<file path="src/rtl/net_pkg.sv">
// net_pkg: shared RX-path constants, UDP parser states and
// one's-complement helper.
package net_pkg;

  localparam int         UDP_HDR_LEN = 8;
  localparam logic [7:0] IPPROTO_UDP = 8'd17;

  typedef enum logic [2:0] {
    IDLE,
    HDR,
    PAYLOAD,
    DONE,
    ERR,
    WAIT
  } udp_state_t;

  function automatic logic [15:0] ones_add16(
    input logic [15:0] a,
    input logic [15:0] b
  );
    logic [16:0] s;
    s = {1'b0, a} + {1'b0, b};
    return s[15:0] + {15'd0, s[16]};
  endfunction

endpackage

</file>
<file path="src/rtl/udp_csum_acc.sv">
// udp_csum_acc: 16-bit one's-complement accumulator.
// clr restarts the sum, loading word when en is also high.
module udp_csum_acc
  import net_pkg::*;
(
  input  logic        clk,
  input  logic        rst,
  input  logic        clr,
  input  logic        en,
  input  logic [15:0] word,
  output logic [15:0] sum
);

  logic [15:0] sum_q;

  always_ff @(posedge clk) begin
    if (rst) begin
      sum_q <= 16'd0;
    end else if (clr) begin
      sum_q <= en ? word : 16'd0;
    end else if (en) begin
      sum_q <= ones_add16(sum_q, word);
    end
  end

  assign sum = sum_q;

endmodule

</file>
<file path="src/rtl/udp_decode.sv">
// udp_decode: byte-serial UDP header parser, port filter and payload streamer.
// Define UDP_CSUM_EN to verify the UDP checksum with the IPv4 pseudo-header.
module udp_decode
  import net_pkg::*;
#(
  parameter logic [15:0] LISTEN_PORT = 16'd5000,
  parameter logic [15:0] MAX_PAYLOAD = 16'd1472
) (
  input  logic        clk,
  input  logic        rst,
  input  logic        valid,
  input  logic [7:0]  din,
  input  logic        start,
  input  logic [31:0] ip_sa,
  input  logic [31:0] ip_da,
  output logic [15:0] src_port,
  output logic [15:0] dst_port,
  output logic [15:0] udp_len,
  output logic [7:0]  dout,
  output logic        dout_valid,
  output logic        dout_last,
  output logic        done,
  output logic        err
);

  localparam logic [15:0] HDR_LEN16 = 16'(UDP_HDR_LEN);

  udp_state_t  state_q, state_d;
  logic [2:0]  cnt_q, cnt_d;
  logic [7:0]  hi_q, hi_d;
  logic [15:0] src_q, src_d;
  logic [15:0] dst_q, dst_d;
  logic [15:0] len_q, len_d;
  logic [15:0] rem_q, rem_d;
  logic [7:0]  dout_q, dout_d;
  logic        dv_q, dv_d;
  logic        last_q, last_d;
  logic        done_q, done_d;
  logic        err_q, err_d;
  logic        hdr_bad;
  logic        csum_fail;

`ifdef UDP_CSUM_EN
  logic [15:0] csum_q, csum_d;
  logic        podd_q, podd_d;
  logic        acc_clr, acc_en;
  logic [15:0] acc_word, acc_sum, fin_sum;
  logic        csum_zero;

  udp_csum_acc u_acc (
    .clk  (clk),
    .rst  (rst),
    .clr  (acc_clr),
    .en   (acc_en),
    .word (acc_word),
    .sum  (acc_sum)
  );

  // Odd header bytes complete a UDP word; even ones slot in the pseudo-header.
  always_comb begin
    acc_clr  = 1'b0;
    acc_en   = 1'b0;
    acc_word = 16'd0;
    podd_d   = podd_q;
    csum_d   = csum_q;
    unique case (state_q)
      IDLE: begin
        if (valid && start) begin
          acc_clr  = 1'b1;
          acc_en   = 1'b1;
          acc_word = ip_sa[31:16];
        end
      end
      HDR: begin
        podd_d = 1'b0;
        if (valid) begin
          acc_en = 1'b1;
          if (cnt_q[0]) begin
            acc_word = {hi_q, din};
          end else begin
            case (cnt_q[2:1])
              2'd1:    acc_word = ip_sa[15:0];
              2'd2:    acc_word = ip_da[31:16];
              2'd3:    acc_word = ip_da[15:0];
              default: acc_word = 16'd0;
            endcase
          end
          if (cnt_q == 3'd7) begin
            csum_d = {hi_q, din};
          end
        end
      end
      PAYLOAD: begin
        if (valid) begin
          podd_d = ~podd_q;
          if (podd_q) begin
            acc_en   = 1'b1;
            acc_word = {hi_q, din};
          end else if (rem_q == 16'd1) begin
            acc_en   = 1'b1;
            acc_word = {din, 8'h00};
          end
        end
      end
      default: ;
    endcase
  end

  assign fin_sum = ones_add16(
                     ones_add16(ones_add16(acc_sum, acc_word),
                                {8'h00, IPPROTO_UDP}),
                     len_q);
  assign csum_zero = (state_q == HDR) ? ({hi_q, din} == 16'd0)
                                      : (csum_q == 16'd0);
  assign csum_fail = !csum_zero && (fin_sum != 16'hFFFF);

  always_ff @(posedge clk) begin
    if (rst) begin
      csum_q <= 16'd0;
      podd_q <= 1'b0;
    end else begin
      csum_q <= csum_d;
      podd_q <= podd_d;
    end
  end
`else
  logic unused_ip;
  assign unused_ip = ^{ip_sa, ip_da};
  assign csum_fail = 1'b0;
`endif

  assign hdr_bad = (len_q < HDR_LEN16)
                || ((len_q - HDR_LEN16) > MAX_PAYLOAD)
                || (dst_q != LISTEN_PORT);

  always_comb begin
    state_d = state_q;
    cnt_d   = cnt_q;
    hi_d    = hi_q;
    src_d   = src_q;
    dst_d   = dst_q;
    len_d   = len_q;
    rem_d   = rem_q;
    dout_d  = dout_q;
    dv_d    = 1'b0;
    last_d  = 1'b0;
    done_d  = 1'b0;
    err_d   = err_q;
    unique case (state_q)
      IDLE: begin
        if (valid && start) begin
          hi_d    = din;
          cnt_d   = 3'd1;
          err_d   = 1'b0;
          state_d = HDR;
        end
      end
      HDR: begin
        if (!valid) begin
          err_d   = 1'b1;
          state_d = IDLE;
        end else begin
          hi_d  = din;
          cnt_d = cnt_q + 3'd1;
          case (cnt_q)
            3'd1:    src_d = {hi_q, din};
            3'd3:    dst_d = {hi_q, din};
            3'd5:    len_d = {hi_q, din};
            default: ;
          endcase
          if (cnt_q == 3'd7) begin
            if (hdr_bad || (len_q == HDR_LEN16 && csum_fail)) begin
              err_d   = 1'b1;
              state_d = ERR;
            end else if (len_q == HDR_LEN16) begin
              done_d  = 1'b1;
              state_d = DONE;
            end else begin
              rem_d   = len_q - HDR_LEN16;
              state_d = PAYLOAD;
            end
          end
        end
      end
      PAYLOAD: begin
        if (!valid) begin
          err_d   = 1'b1;
          state_d = IDLE;
        end else begin
          hi_d   = din;
          dout_d = din;
          dv_d   = 1'b1;
          rem_d  = rem_q - 16'd1;
          if (rem_q == 16'd1) begin
            last_d = 1'b1;
            if (csum_fail) begin
              err_d   = 1'b1;
              state_d = ERR;
            end else begin
              done_d  = 1'b1;
              state_d = DONE;
            end
          end
        end
      end
      DONE, ERR, WAIT: begin
        // Trailing pad/FCS bytes are swallowed until the frame envelope drops.
        if (!valid) begin
          err_d   = 1'b0;
          state_d = IDLE;
        end else begin
          state_d = WAIT;
        end
      end
      default: state_d = IDLE;
    endcase
  end

  always_ff @(posedge clk) begin
    if (rst) begin
      state_q <= IDLE;
      cnt_q   <= 3'd0;
      hi_q    <= 8'd0;
      src_q   <= 16'd0;
      dst_q   <= 16'd0;
      len_q   <= 16'd0;
      rem_q   <= 16'd0;
      dout_q  <= 8'd0;
      dv_q    <= 1'b0;
      last_q  <= 1'b0;
      done_q  <= 1'b0;
      err_q   <= 1'b0;
    end else begin
      state_q <= state_d;
      cnt_q   <= cnt_d;
      hi_q    <= hi_d;
      src_q   <= src_d;
      dst_q   <= dst_d;
      len_q   <= len_d;
      rem_q   <= rem_d;
      dout_q  <= dout_d;
      dv_q    <= dv_d;
      last_q  <= last_d;
      done_q  <= done_d;
      err_q   <= err_d;
    end
  end

  assign src_port   = src_q;
  assign dst_port   = dst_q;
  assign udp_len    = len_q;
  assign dout       = dout_q;
  assign dout_valid = dv_q;
  assign dout_last  = last_q;
  assign done       = done_q;
  assign err        = err_q;

endmodule

</file>
<file path="config.mk">
export PLATFORM = sky130hd
export DESIGN_NAME = udp_decode
export DESIGN_NICKNAME = d
export VERILOG_FILES = /design/src/rtl/net_pkg.sv /design/src/rtl/udp_csum_acc.sv /design/src/rtl/udp_decode.sv
export SDC_FILE = /design/constraint.sdc
export NUM_CORES = 1
export LEC_CHECK = 0
export ABC_AREA = 1
export CORE_UTILIZATION = 45
export DETAILED_ROUTE_END_ITERATION = 8
export GPL_ROUTABILITY_DRIVEN = 0
export PLACE_DENSITY_LB_ADDON = 0.3
export SKIP_LAST_GASP = 1
export SLEW_MARGIN = 20
export SYNTH_ARGS = -nofsm -noshare
export SYNTH_HDL_FRONTEND = slang
export SYNTH_SLANG_ARGS = --single-unit
</file>
<file path="constraint.sdc">
create_clock -name clk -period 2.1 [get_ports clk]
set_input_delay 0.63 -clock clk [delete_from_list [all_inputs] [get_ports clk]]
set_output_delay 0.63 -clock clk [all_outputs]
set_load 0.01 [all_outputs]
</file>
==> flow_summary.yaml <==
critical_path:
  path_class: "reg -> out"
  start_kind: "flop"
  crit_start: "udp_len[10]"
  crit_slowest_cell: "clkdlybuf4s50_1"
  cp_max_fo: 5
  cp_slowest_stage_delay_ps: 580
  crit_path_cell_trace: "clkdlybuf4s50_1"
  r2r_setup_slack_ps: 90
  r2r_start: "udp_len[4]"
  cp_num_buf_inv: 1
  ff2ff_path_depth: 12
  cp.arrival_ps: 1390
  end_kind: "output port"
  crit_path_end: "udp_len[10]"
  crit_family: "buffers and inverters"
  cp.depth: 1
  rr_endpoint: "rem_q[0]"
  crit_required_ps: 1470
sta:
  fmax_mhz: 495.8
  maxSlewHeadroom: 0.7473
  setup-violations-final: 0
  hold_viol_final: 0
  clock_skew_ps: 11.85
  tns_ps: 0
  drv_slew: 0
  fin_crit_ps: 2017
  rsz0062_at_grt: "true"
  fin_crit_sh: 0.9604
  worst_slew_pin_slew_ps: 375.0
cells_and_area:
  fillerInstances: 858
  final_cell_mix: "131 x nor2_1, 96 x nand2_1, 87 x dfxtp_1"
  final-seq-area_sq_um: 1805
  n_antenna_cell: 0
  multi_input_area_sq_um: 2331
  final_common_cell: "nor2_1"
  nNetsFinal: 822
  area_delta_synth_final_pct: 31.71
  final_layout_size_suffix_gt1_frac: 0.1252
synth:
  avgSynthCellArea_sq_um: 6.894
  yosys_warnings: 0
  ys_types: 32
  synth-seq-cells: 90
  postSynthCellCount: 641
  synth_fp_nets: 725
  seq_area_frac_synth: 0.4077
  synth.cell_area_sq_um: 4419
worst_hold_path:
  hp-class: "reg -> reg"
drt:
  drt_pre_antenna_iters: 6
  antenna_left: 0
  via_per_inst: 5.220
  drtIter0Drc: 225
  drc_errors: 0
  routed_wirelength_um: 12430
  routedWlPerCell_um: 14.25
  vias: 4552
placement:
  port_buffers: 71
  hpwl_um: 8548
global_route:
  grt_pass1_wl_um: 19640
  grt_use_total: 0.2455
  grt_start_max_net_pins: 60
  grt.overflow.total: 0
  grt_pass1_vias: 4259
  antenna_found_initial: 0
clocking:
  ctsHoldBuffers: 0
  cts.sinks: 90
  htree_levels: 3
  cts.clk_slew.worst_paths_ps: 100
  cts_buffer_depth: 2
  cts_buffers: 9
  cts_tree: "built"
  cts-root-buf: "clkbuf_8"
  insertion_delay_ps: 360
pwr:
  peakVddDrop_uv: 352.1
  power.density_nw_per_um2: 648.1
  p_total_uw: 3772
  leakagePower_uw: 0.002465
floorplan:
  dieHeight_um: 101.1
  std_cell_rows: 35
  ios: 136
  initial_core_util: 0.4716
  die_x_um: 101.1
  die_area_sq_um: 10220
  core-area_sq_um: 9371
status:
  status: "finished, final reports clean"
job:
  drv_cap: 0
where the power goes:
group	leakage (uW)	switching [uW]	total [uW]	internal, uW
registers	0.000731	74.4	1850	1780
clock network	0.000109	698	1280	584
logic	0.00162	382	640	258
flip-flops by register name, summed over array words and instances, names as in the netlist, 3 cells and up:
register  count
udp_len      16
dst_port     16
hi_q          8
state_q       3
rem_q        16
src_port     16
cnt_q         3
dout          8
cell usage after synthesis, drive strengths merged:
cell      n  share of area
nor2    141           0.13
nand2   103          0.093
dfxtp    90           0.41
o21ai    76          0.086
inv      62          0.053
a21oi    57          0.070
nand3    48          0.059
clkbuf   20          0.018
ha        8          0.023
nor3      7         0.0079
xor2      7          0.016
buf       6          0.012
xnor2     4         0.0079
a31oi     3         0.0042
nand4     3         0.0042
nor4      2         0.0028
mux2i     1         0.0023
nand3b    1         0.0017
o21bai    1         0.0017
o31ai     1         0.0017
metal layers:
| layer | track usage | up-vias | share of wire |
|---|---|---|---|
| met5 | 0 | - | 0 |
| met4 | 0.08138 | 0 | 0.026 |
| met3 | 0.05756 | 36 | 0.067 |
| met2 | 0.4103 | 170 | 0.47 |
| met1 | 0.3117 | 2080 | 0.44 |
| li1 | - | 2266 | - |
cells by family after synthesis:
group,after synthesis,share of synthesized area
adders and majority gates,8,0.02265
and+or+nand+nor,305,0.2976
AOI/OAI and AO/OA,138,0.1634
DFF,90,0.4077
buffers and inverters,88,0.08296
xor gates and xnor gates,11,0.02350
muxes,1,0.002265
per-stage QoR:
step / std cells / utilization / cell area (sq um) / setup WS, ps / hold WS, ps
final: 872 / 0.6211 / 5821 / 83.25 / 475.1
after global routing: 872 / 0.6211 / 5821 / -45.46 / 492.2
after CTS: 867 / 0.6099 / 5715 / 21.88 / 477.9
after detailed placement: 851 / 0.5858 / 5490 / -139.5 / 458.7
after global placement: 851 / 0.5858 / 5490 / -107.2 / 458.3
after floorplan: 641 / - / 4419 / 94.34 / 464.8
worst min-delay path by stage:
stage	slack, ps	from	cells after the start	endpoint
2_1_floorplan	460	cnt_q[0]	2	cnt_q[0]
3_3_place_gp	460	dst_port[1]	2	dst_port[1]
3_5_place_dp	460	dst_port[1]	2	dst_port[1]
4_1_cts	480	dst_port[15]	2	dst_port[15]
5_1_grt	490	dst_port[1]	2	dst_port[1]
6_report	480	dst_port[15]	2	dst_port[15]
layout make-up:
type | instances | area share
repair buffers | 110 | 0.1844
well taps | 129 | 0.02773
multi-input cells | 465 | 0.4005
flip-flops and latches | 90 | 0.3102
inverters | 62 | 0.03998
clock inverters | 7 | 0.01591
clock buffers | 9 | 0.02128
timing repair:
action,CTS,global route
endpoints found under the setup margin,6,18
setup buffers,0,3
pin swaps,0,7
resized for setup,1,18
gates cloned,0,2
Power figures use the tool's default switching activity.
